`src/rtl/ram6_reverse_lookup.sv`:
```
// Five-entry value table searched sequentially for a key; reports the lowest
// matching entry as a thermometer code. Writes are addressed by thermometer code too.
module ram6_reverse_lookup #(
   parameter int DATA_W = 32,
   parameter int DEPTH  = 5
) (
   input  logic              clk,
   input  logic              rst_n,
   input  logic              wr_en,
   input  logic [3:0]        wr_code,
   input  logic [DATA_W-1:0] wr_data,
   input  logic              start,
   input  logic [DATA_W-1:0] key,
   output logic              busy,
   output logic              done,
   output logic              found,
   output logic [3:0]        code,
   output logic              wr_err
);

   typedef enum logic [1:0] {IDLE, SCAN, DONE} state_t;

   state_t            state_q, state_d;
   logic [DATA_W-1:0] table_q [DEPTH];
   logic [DATA_W-1:0] key_q, key_d;
   logic [2:0]        idx_q, idx_d;
   logic              found_q, found_d;
   logic [3:0]        code_q, code_d;
   logic              wr_err_q;
   logic              wr_valid;
   logic [2:0]        wr_idx;
   logic              hit;

   function automatic logic [3:0] idx_to_code(input logic [2:0] idx);
      case (idx)
         3'd0:    idx_to_code = 4'b0000;
         3'd1:    idx_to_code = 4'b0001;
         3'd2:    idx_to_code = 4'b0011;
         3'd3:    idx_to_code = 4'b0111;
         default: idx_to_code = 4'b1111;
      endcase
   endfunction

   always_comb begin
      wr_valid = 1'b1;
      wr_idx   = 3'd0;
      case (wr_code)
         4'b0000: wr_idx = 3'd0;
         4'b0001: wr_idx = 3'd1;
         4'b0011: wr_idx = 3'd2;
         4'b0111: wr_idx = 3'd3;
         4'b1111: wr_idx = 3'd4;
         default: wr_valid = 1'b0;
      endcase
   end

   // Compare reads the registered table, so a same-edge write is seen only next cycle
   assign hit = (table_q[idx_q] == key_q);

   always_ff @(posedge clk or negedge rst_n) begin
      if (!rst_n) begin
         table_q[0] <= DATA_W'(97243000);
         table_q[1] <= DATA_W'(98243000);
         table_q[2] <= DATA_W'(99243000);
         table_q[3] <= DATA_W'(243000);
         table_q[4] <= DATA_W'(1243000);
         wr_err_q   <= 1'b0;
      end else begin
         if (wr_en && wr_valid) table_q[wr_idx] <= wr_data;
         wr_err_q <= wr_en && !wr_valid;
      end
   end

   always_ff @(posedge clk or negedge rst_n) begin
      if (!rst_n) begin
         state_q <= IDLE;
         key_q   <= '0;
         idx_q   <= 3'd0;
         found_q <= 1'b0;
         code_q  <= 4'b0000;
      end else begin
         state_q <= state_d;
         key_q   <= key_d;
         idx_q   <= idx_d;
         found_q <= found_d;
         code_q  <= code_d;
      end
   end

   always_comb begin
      state_d = state_q;
      key_d   = key_q;
      idx_d   = idx_q;
      found_d = found_q;
      code_d  = code_q;
      case (state_q)
         IDLE: begin
            if (start) begin
               state_d = SCAN;
               key_d   = key;
               idx_d   = 3'd0;
            end
         end
         SCAN: begin
            if (hit) begin
               state_d = DONE;
               found_d = 1'b1;
               code_d  = idx_to_code(idx_q);
            end else if (idx_q == 3'd4) begin
               state_d = DONE;
               found_d = 1'b0;
               code_d  = 4'b0000;
            end else begin
               idx_d = idx_q + 3'd1;
            end
         end
         DONE:    state_d = IDLE;
         default: state_d = IDLE;
      endcase
   end

   always_comb begin
      busy   = (state_q != IDLE);
      done   = (state_q == DONE);
      found  = found_q;
      code   = code_q;
      wr_err = wr_err_q;
   end

endmodule

```
`config.mk`:
```
export PLATFORM = sky130hd
export DESIGN_NAME = ram6_reverse_lookup
export DESIGN_NICKNAME = d
export VERILOG_FILES = /design/src/rtl/ram6_reverse_lookup.sv
export SDC_FILE = /design/constraint.sdc
export NUM_CORES = 1
export LEC_CHECK = 0
export ABC_AREA = 0
export CAP_MARGIN = 10
export CORE_MARGIN = 4
export CORE_UTILIZATION = 58
export CTS_BUF_LIST = sky130_fd_sc_hd__clkbuf_16
export DETAILED_ROUTE_END_ITERATION = 12
export DONT_BUFFER_PORTS = 1
export HOLD_SLACK_MARGIN = 0.15
export PLACE_DENSITY = 0.76
export SYNTH_ARGS = -nofsm -noshare
export SYNTH_HDL_FRONTEND = slang
export SYNTH_SLANG_ARGS = --single-unit
```
`constraint.sdc`:
```
create_clock -name clk -period 2.3 [get_ports clk]
set_input_delay 0.345 -clock clk [delete_from_list [all_inputs] [get_ports clk]]
set_output_delay 0.345 -clock clk [all_outputs]
set_load 0.02 [all_outputs]
```
==> metrics.md, run 1 <==
| Metric | Value |
|---|---|
| Status | `finished, violations left` |
| Startpoint class of the critical path | `register` |
| Largest net degree at the start of global routing | `204` |
| Synth top area share | `31.3%` |
| Violated checks | `negative hold slack, negative setup slack` |
| Critical path class | `reg -> reg` |
| Setup TNS | `-5.50 ns` |
| Worst Tran Pin Value | `0.601 ns` |
| All-layer global routing usage | `29.7%` |
| Iteration-0 DRC Markers | `825` |
| Setup crit end kind | `register` |
| Period minus WS final | `2.89 ns` |
| Commonest cells post-synth | `mux2_2 (202), dfrtp_1 (133), a21oi_1 (88)` |
| Routed WL per cell | `24.8 um` |
| Post-route DRC | `0` |
| Routed vias | `8348` |
| Synth warn | `0` |
| Dpl hpwl | `19400 um` |
| Fmax | `0.346 GHz` |
| Clk Latency, worst-skew pair | `0.50 ns` |
| Routed WL | `30900 um` |
| Area growth, synth to finish | `23.5%` |
| Maximum root-to-sink buffer count | `3` |
| Mapped Nets | `952` |
| MaxCap Viol Count | `0` |
| Inserted Clock Buffers | `23` |
| Die Ht | `143 um` |
| First-pass iteration count of the detailed router | `5` |
| Synth unique cells | `55` |
| Die area | `20600 um2` |
| Critical-path maximum fanout | `7` |
| VDD IR-drop max | `0.00100 V` |
| Fillers | `1145` |
| WHS | `-0.459 ns` |
| Largest cells by area after synthesis | `dfrtp_1 (31%), mux2_2 (21%), dfstp_2 (17%), a21oi_1 (4.1%), mux2i_1 (4.0%)` |
| Routed Antenna Nets | `0` |
| Vias in the first global route | `8936` |
| Post-Syn Area | `10600 um2` |
| Via/cell ratio | `6.71` |
| Final setup viols | `10` |
| CTS tree | `yes` |
| GPL Wtd Cong | `0.935` |
| Leak pwr | `5.45 nW` |
| Post-synth EDFFs | `0` |
| Rel. slew slack | `59.9%` |
| Post-Layout Cell Count | `1245` |
| Post-synth ARST share | `100%` |
| Hold Path Class | `in -> async` |
| CTS Hold Bufs | `68` |
| Largest area contributor in the netlist | `dfrtp_1` |
| Placed cells | `1123` |
| Mapped Avg Cell Area | `12.2 um2` |
| Die Wd | `143 um` |
| Cells after Synth | `875` |
| Layout cells sized above 1 | `45.1%` |
| Global route overflow | `0` |
| Top_reg_cell synth | `dfrtp_1` |
| Root buf cell | `clkbuf_16` |
| Final Cycle Share | `126%` |
| Initial core utilization | `59.0%` |
| Port Buf Inserts | `0` |
| Post-Route Skew | `0.00574 ns` |
| Site Rows | `49` |
| Slack of the critical path | `-0.592 ns` |
| Max-slew violation count | `0` |
| Clock Pin Slew Worst Setup and Hold Paths | `0.06 ns` |
| Initial antenna violation count | `1` |
| Most numerous cell in the Yosys netlist | `mux2_2` |
| Hold Vio Cnt, Final | `203` |
| Seq cells post-synth | `203` |
| First-pass GRT wire length | `47900 um` |
| CP required | `2.72 ns` |
| Final nets | `1076` |
| H-tree levels | `1` |
| Core Area | `18000 um2` |
| IO Pins | `80` |
| CTS Sinks | `203` |
| Crit path DAT | `3.31 ns` |
| Sequential area share after synthesis | `48.6%` |
| PwrDens | `1310 nW/um2` |
| RSZ-0062 raised after global routing | `true` |
-- logic make-up (layout without fill, tap and decap cells) --
family                     after synthesis  after routing  synth area share [%]
adders and majority gates                5              5                 0.588
buffers and inverters                   74            214                  3.97
other                                    0              1                     0
and+or+nand+nor                        120            120                  6.48
muxes                                  260            260                  27.3
DFF                                    203            203                  48.6
AOI/OAI and AO/OA                      213            213                  13.1
-- layer usage --
layer / vias to the layer above / share of wire, % / GRT usage, %
li1: 3550 / - / -
met1: 4230 / 38 / 36.8
met2: 450 / 50 / 50.9
met3: 118 / 7.9 / 5.79
met4: 0 / 4.3 / 12.5
met5: - / 0 / 0
-- critical path, cell delays in order, from the launching register on --
cell	delay (ns)
dfrtp_4	0.49
buf_12	0.16
buf_6	0.14
mux2i_4	0.27
buf_4	0.15
a21oi_1	0.07
o21ai_1	0.18
o2111ai_2	0.24
nor4_4	0.36
nand4_1	0.29
nor2_4	0.26
mux2i_1	0.21
-- cell usage in the layout, fill, tap and decap left out, drive strengths merged, types with 4 or more instances in the layout --
| cell type | n |
|---|---|
| dfrtp | 133 |
| and3b | 18 |
| o221ai | 22 |
| clkinv | 12 |
| a32oi | 4 |
| nand2 | 8 |
| buf | 97 |
| a32o | 22 |
| nand2b | 8 |
| a31oi | 7 |
| mux2i | 42 |
| o21ai | 38 |
| ha | 5 |
| clkbuf | 23 |
| dlygate4sd3 | 68 |
| nor2b | 5 |
| nand3 | 8 |
| dfstp | 70 |
| a22oi | 4 |
| nand4 | 11 |
| inv | 12 |
| o21bai | 6 |
| nor4 | 5 |
| a21oi | 88 |
| nor2 | 44 |
| nand3b | 5 |
| mux2 | 216 |
-- state kept, by name (all words and copies together), names as in the netlist --
signal / count
found: 1
key_q: 32
code: 4
idx_q: 3
state_q: 2
table_q: 160
wr_err: 1
-- worst paths after layout --
check | from | endpoint | slack, ns | cells past startpoint
min in group clk | wr_code[3] | table_q[63]$_DFFE_PN0P_ | 0.33 | 3
worst max register to register | idx_q[0]$_DFFE_PN0P_ | code[1]$_DFFE_PN0P_ | -0.59 | 11
max in group asynchronous | rst_n | table_q[45]$_DFFE_PN1P_ | 2.50 | 0
worst min register to register | table_q[58]$_DFFE_PN0P_ | table_q[58]$_DFFE_PN0P_ | 0.51 | 1
worst min-delay path | rst_n | state_q[0]$_DFFE_PN0P_ | -0.46 | 0
worst max-delay path | idx_q[0]$_DFFE_PN0P_ | code[1]$_DFFE_PN0P_ | -0.59 | 11
-- metrics by stage --
stage / hold WS, ns / total power (W) / worst slack (ns) / cell area, um2 / utilization (%)
floorplan: 0.0494 / 0.0101 / -0.158 / 10600 / -
global placement: 0.0610 / 0.0121 / -0.580 / 11300 / 62.8
detailed placement: 0.0587 / 0.0125 / -0.628 / 11300 / 62.8
CTS: -0.468 / 0.0166 / -0.496 / 13000 / 71.9
global route: -0.475 / 0.0180 / -0.724 / 13100 / 72.9
finish: -0.459 / 0.0172 / -0.592 / 13100 / 72.9
-- area by class of cell --
class	instances	area, um2	share of cell area [%]
multi-input cells	598	5320	40.5
flip-flops and latches	203	5170	39.4
repair buffers	165	1620	12.3
clock buffers	23	576	4.38
well taps	229	287	2.18
clock inverters	18	131	1.00
inverters	8	31.3	0.238
diodes	1	2.50	0.0191
-- repair_timing --
| action | CTS | global route |
|---|---|---|
| buffers inserted | 10 | 3 |
| gates resized for setup | 34 | 31 |
| pin swaps | 16 | 12 |
| cloned | 1 | 0 |
| endpoints found under the hold margin | 397 | 203 |
| endpoints found under the setup margin | 10 | 10 |
-- power breakdown --
part           switching [W]  internal (W)
registers           0.000957       0.00479
clock network        0.00143       0.00203
logic                0.00412       0.00387
Note: power is estimated with default switching activity, not from simulation.
==> inputs of run 2 (changes only) <==
Settings changed: GPL_ROUTABILITY_DRIVEN from default to 0, GPL_TIMING_DRIVEN from default to 1, SETUP_SLACK_MARGIN from default to 0.5.
==> metrics.md, run 2 (same netlist as run 1, synthesis figures left out) <==
| Metric | Value |
|---|---|
| First-pass GRT wire length | `49300 um (+2.9%)` |
| Vias in the first global route | `8814 (-1.4%)` |
| Rel. slew slack | `49.6% (-10 points)` |
| Inserted Clock Buffers | `24 (+4.3%)` |
| Die Wd | `143 um (unchanged)` |
| Largest net degree at the start of global routing | `204 (unchanged)` |
| Setup TNS | `-5.33 ns (+0.173 ns)` |
| Sequential group share of total power | `31.9% (-1.5 points)` |
| Total stage count of the critical path | `11 (unchanged)` |
| Iteration-0 DRC Markers | `832 (+0.85%)` |
| Startpoint class of the critical path | `register` |
| All-layer global routing usage | `30.6% (+0.90 points)` |
| IO Pins | `80 (unchanged)` |
| Worst R2R Path Depth | `11 (unchanged)` |
| Largest reg by FF count | `table_q` |
| Crit path DAT | `3.30 ns (about the same)` |
| Via/cell ratio | `6.73 (+0.37%)` |
| Worst Tran Pin Value | `0.755 ns (+0.154 ns)` |
| WHS | `-0.474 ns (-0.0151 ns)` |
| Clk pwr share | `20.4% (+0.3 points)` |
| Reg-to-reg slack, setup | `-0.60 ns (about the same)` |
| P_sw | `0.00692 W (+6.4%)` |
| Clk Latency, worst-skew pair | `0.52 ns (+0.02 ns)` |
| Site Rows | `49 (unchanged)` |
| Final instance area | `13500 um2 (+3.0%)` |
| Die Ht | `143 um (unchanged)` |
| Post-route DRC | `0 (unchanged)` |
| Initial antenna violation count | `0 (-1)` |
| Fmax | `0.345 GHz (-0.13%)` |
| CTS Sinks | `203 (unchanged)` |
| MaxCap Viol Count | `0 (unchanged)` |
| Root buf cell | `clkbuf_16` |
| Port Buf Inserts | `0 (unchanged)` |
| CP max-delay cell | `dfrtp_4` |
| Final setup viols | `10 (unchanged)` |
| Dpl hpwl | `19000 um (-2.1%)` |
| Period minus WS final | `2.90 ns (+0.00371 ns)` |
| Ant diodes | `0 (-1)` |
| Most used cell, CP | `buf_12` |
| Crit path cell chain | `buf_12 -> nor2b_4 -> buf_12 -> a22oi_2 -> nor2_1 -> o22ai_2 -> a2111oi_4 -> nand3_2 -> buf_6 -> o21a_1 -> o32ai_2` |
| Worst path bufs/invs | `3 (unchanged)` |
| Global route overflow | `0 (unchanged)` |
| DP Area | `11400 um2 (+0.31%)` |
| Commonest non-fill, non-tap cell in the layout | `mux2_2` |
| Post-Route Skew | `0.0197 ns (+0.0140 ns)` |
| Most frequent cells in the layout | `mux2_2 (199), dfrtp_1 (130), a21oi_1 (81)` |
| Setup crit end kind | `register` |
| Violated checks | `negative hold slack, negative setup slack` |
| CTS tree | `yes` |
| Area growth, synth to finish | `27.2%` |
| Routed WL per cell | `25.2 um (+1.4%)` |
| Core Area | `18000 um2 (unchanged)` |
| Routed WL | `31400 um (+1.6%)` |
| Final Cycle Share | `126% (+0.16 points)` |
| RSZ-0062 raised after global routing | `true` |
| CP peak stage delay | `0.54 ns (+0.05 ns)` |
| PwrDens | `1340 nW/um2 (+2.7%)` |
| Initial core utilization | `59.0% (unchanged)` |
| CP required | `2.71 ns (about the same)` |
| CP top delay family | `compound AO/OA/AOI/OAI gates` |
| Gate power share | `47.7% (+1.2 points)` |
| P_int | `0.0113 W (+5.4%)` |
| Layout cells sized above 1 | `47.6% (+2.5 points)` |
| Hold Vio Cnt, Final | `180 (-11%)` |
| Switching Share | `38.0% (+0.21 points)` |
| Hold Path Class | `in -> async` |
| Critical path class | `reg -> reg` |
| Critical-path maximum fanout | `14 (+7)` |
| Final nets | `1079 (+0.28%)` |
| Routed vias | `8399 (+0.61%)` |
| Status | `finished, violations left` |
| Slack of the critical path | `-0.596 ns (-0.00371 ns)` |
| VDD IR-drop max | `0.000940 V (-6.4%)` |
| Number of flip-flops under the largest register name | `160 (unchanged)` |
| Clock Pin Slew Worst Setup and Hold Paths | `0.06 ns (about the same)` |
| Routed Antenna Nets | `0 (unchanged)` |
| Max-slew violation count | `0 (unchanged)` |
| Leak pwr | `5.54 nW (+1.6%)` |
| CTS Hold Bufs | `69 (+1.5%)` |
| Maximum root-to-sink buffer count | `3 (unchanged)` |
| H-tree levels | `1 (unchanged)` |
| Die area | `20600 um2 (unchanged)` |
| First-pass iteration count of the detailed router | `5 (unchanged)` |
[run 2: area by class of cell]
type / instances / area (um2)
multi-input cells: 598 / 5490
flip-flops and latches: 203 / 5170
fillers: 1101 / 4500
repair buffers: 167 / 1770
clock buffers: 25 / 626
well taps: 229 / 287
clock inverters: 18 / 146
inverters: 8 / 33.8
[run 2: final timing paths]
| path | start | end |
|---|---|---|
| max in group asynchronous | rst_n | idx_q[0]$_DFFE_PN0P_ |
| min in group clk | wr_code[0] | table_q[150]$_DFFE_PN1P_ |
| min reg2reg | table_q[54]$_DFFE_PN0P_ | table_q[54]$_DFFE_PN0P_ |
| max reg2reg | idx_q[0]$_DFFE_PN0P_ | idx_q[2]$_DFFE_PN0P_ |
| max | idx_q[0]$_DFFE_PN0P_ | idx_q[2]$_DFFE_PN0P_ |
| min | rst_n | wr_err$_DFF_PN0_ |
[run 2: metal layers]
metal / vias up / GRT usage [%] / part of all wire, %
met5: - / 0 / 0
met4: 0 / 14.1 / 4.8
met3: 130 / 5.16 / 8.2
met2: 498 / 52.5 / 50
met1: 4206 / 37.9 / 37
li1: 3565 / - / -
[run 2: per-stage QoR]
| stage | utilization (%) | instances | total power, W | setup WS, ns |
|---|---|---|---|---|
| floorplan | - | 875 | 0.0102 | -0.156 |
| global placement | 63.0 | 1119 | 0.0122 | -0.538 |
| detailed placement | 63.0 | 1119 | 0.0125 | -0.576 |
| CTS | 74.3 | 1246 | 0.0175 | -0.479 |
| global route | 75.1 | 1248 | 0.0190 | -0.668 |
| finish | 75.1 | 1248 | 0.0182 | -0.596 |
[run 2: power groups by stage]
stage | Combinational [W] | Clock, W | Sequential [W]
after floorplan | 0.00487 | 0 | 0.00530
after global placement | 0.00657 | 0 | 0.00560
after detailed placement | 0.00678 | 0 | 0.00569
after CTS | 0.00809 | 0.00374 | 0.00572
after global routing | 0.00916 | 0.00391 | 0.00589
final | 0.00868 | 0.00372 | 0.00580
[run 2: what timing repair did]
item,in CTS,in global routing
endpoints found under the setup margin,10,10
pin swaps,6,25
gates resized for setup,68,34
hold endpoints to repair,397,203
cloned,4,0
buffers inserted,11,2
==> inputs of run 3 (changes only) <==
Settings changed: GPL_TIMING_DRIVEN 1 to 0.
==> metrics.md, run 3 (same netlist as run 1, synthesis figures left out) <==
| Metric | Value |
|---|---|
| Routed WL | `35500 um (+13%)` |
| Final setup viols | `10 (unchanged)` |
| Critical-path maximum fanout | `10 (-4)` |
| Hold Path Class | `in -> async` |
| RSZ-0062 raised after global routing | `true` |
| Slack of the critical path | `-0.824 ns (-0.228 ns)` |
| Maximum root-to-sink buffer count | `3 (unchanged)` |
| Status | `finished, violations left` |
| Largest net degree at the start of global routing | `204 (unchanged)` |
| Number of flip-flops under the largest register name | `160 (unchanged)` |
| Core Area | `18000 um2 (unchanged)` |
| Site Rows | `49 (unchanged)` |
| Startpoint class of the critical path | `register` |
| H-tree levels | `1 (unchanged)` |
| CP required | `2.74 ns (+0.03 ns)` |
| Vias in the first global route | `8758 (-0.64%)` |
| Post-route DRC | `0 (unchanged)` |
| Routed vias | `8882 (+5.8%)` |
| Critical path class | `reg -> reg` |
| All-layer global routing usage | `33.5% (+2.9 points)` |
| IO Pins | `80 (unchanged)` |
| Routed Antenna Nets | `0 (unchanged)` |
| Most frequent cells in the layout | `mux2_2 (202), dfrtp_1 (132), a21oi_1 (82)` |
| Fmax | `0.320 GHz (-7.3%)` |
| Via/cell ratio | `7.07 (+5.1%)` |
| Die Ht | `143 um (unchanged)` |
| Fillers | `1156 (+5.0%)` |
| First-pass GRT wire length | `51800 um (+5.1%)` |
| PwrDens | `1390 nW/um2 (+3.5%)` |
| Area growth, synth to finish | `27.0%` |
| Worst Tran Pin Value | `0.985 ns (+0.230 ns)` |
| Initial antenna violation count | `0 (unchanged)` |
| WHS | `-0.474 ns (+0.0000300 ns)` |
| Placed cells | `1104 (-1.3%)` |
| Commonest non-fill, non-tap cell in the layout | `mux2_2` |
| Die area | `20600 um2 (unchanged)` |
| Clk Latency, worst-skew pair | `0.52 ns (about the same)` |
| Setup crit end kind | `register` |
| CTS Sinks | `203 (unchanged)` |
| Die Wd | `143 um (unchanged)` |
| Root buf cell | `clkbuf_16` |
| Period minus WS final | `3.12 ns (+0.228 ns)` |
| Dpl hpwl | `21500 um (+13%)` |
| Initial core utilization | `59.0% (unchanged)` |
| Clock Pin Slew Worst Setup and Hold Paths | `0.06 ns (about the same)` |
| Leak pwr | `5.56 nW (+0.39%)` |
| Iteration-0 DRC Markers | `1483 (+78%)` |
| Post-Layout Cell Count | `1256 (+0.64%)` |
| Final nets | `1088 (+0.83%)` |
| CTS tree | `yes` |
| Final Cycle Share | `136% (+9.9 points)` |
| MaxCap Viol Count | `0 (unchanged)` |
| Hold Vio Cnt, Final | `189 (+5.0%)` |
| Rel. slew slack | `33.8% (-16 points)` |
| Layout cells sized above 1 | `46.5% (-1.1 points)` |
| Inserted Clock Buffers | `22 (-8.3%)` |
| Final core occ | `74.9% (-0.14 points)` |
| Crit path DAT | `3.56 ns (+0.26 ns)` |
| Ant diodes | `0 (unchanged)` |
| Violated checks | `negative hold slack, negative setup slack` |
| Post-Route Skew | `0.0137 ns (-0.00604 ns)` |
| Max-slew violation count | `0 (unchanged)` |
| Routed WL per cell | `28.3 um (+12%)` |
| Port Buf Inserts | `0 (unchanged)` |
| Dpl ws | `-1.14 ns (-0.564 ns)` |
| Largest reg by FF count | `table_q` |
| VDD IR-drop max | `0.000963 V (+2.4%)` |
| Global route overflow | `0 (unchanged)` |
| First-pass iteration count of the detailed router | `9 (+4)` |
run 3: repair_timing:
item | CTS | global route
buffers inserted | 28 | 11
endpoints found under the setup margin | 48 | 44
hold endpoints to repair | 397 | 205
cloned | 3 | 1
hold buffers | 68 | 1
pin swaps | 19 | 11
resized for setup | 138 | 33
run 3: per-stage QoR:
stage / TNS, ns / power, W / hold slack (ns) / instance area (um2)
global placement: -9.58 / 0.0123 / 0.0567 / 11000
finish: -7.88 / 0.0188 / -0.474 / 13500
detailed placement: -10.24 / 0.0124 / 0.0565 / 11000
floorplan: -0.312 / 0.0102 / 0.0494 / 10700
CTS: -4.05 / 0.0178 / -0.490 / 13300
global route: -6.79 / 0.0192 / -0.484 / 13500
run 3: area by class of cell:
cell class / count / area [um2] / area share [%]
inverter: 8 / 37.5 / 0.278
tap: 229 / 287 / 2.12
timing repair buffer: 112 / 1170 / 8.70
buffer: 66 / 672 / 4.98
clock inverter: 18 / 148 / 1.09
multi-input combinational: 598 / 5470 / 40.5
clock buffer: 22 / 551 / 4.08
sequential: 203 / 5170 / 38.3
run 3: worst max-delay path, cell delays in order (launching register included):
cell and delay (ns):
dfrtp_1 0.40, buf_4 0.25, buf_4 0.25, clkbuf_4 0.26
nor2_1 0.06, o21ai_0 0.37, o2111ai_1 0.36, nor4_4 0.35
nand4_1 0.28, nor2_4 0.26, mux2i_1 0.20
run 3: routing by layer:
layer,wire length (um),global-route usage (%)
met5,0,0
met4,2870,18.5
met3,4450,10.5
met2,15400,50.9
met1,12800,42.9
run 3: worst paths after layout:
| path | from | end | cells after the start | slack (ns) |
|---|---|---|---|---|
| max | idx_q[2]$_DFFE_PN0P_ | code[3]$_DFFE_PN0P_ | 10 | -0.82 |
| min | rst_n | found$_DFFE_PN0P_ | 0 | -0.47 |
| max reg2reg | idx_q[2]$_DFFE_PN0P_ | code[3]$_DFFE_PN0P_ | 10 | -0.82 |
| min reg2reg | table_q[77]$_DFFE_PN0P_ | table_q[77]$_DFFE_PN0P_ | 1 | 0.51 |
| max in group asynchronous | rst_n | table_q[38]$_DFFE_PN0P_ | 0 | 2.26 |
| min in group clk | wr_code[2] | table_q[128]$_DFFE_PN0P_ | 2 | 0.19 |
run 3: power breakdown:
part,switching [W],internal [W]
clock,0.00148,0.00197
combinational,0.00511,0.00447
sequential,0.000991,0.00479
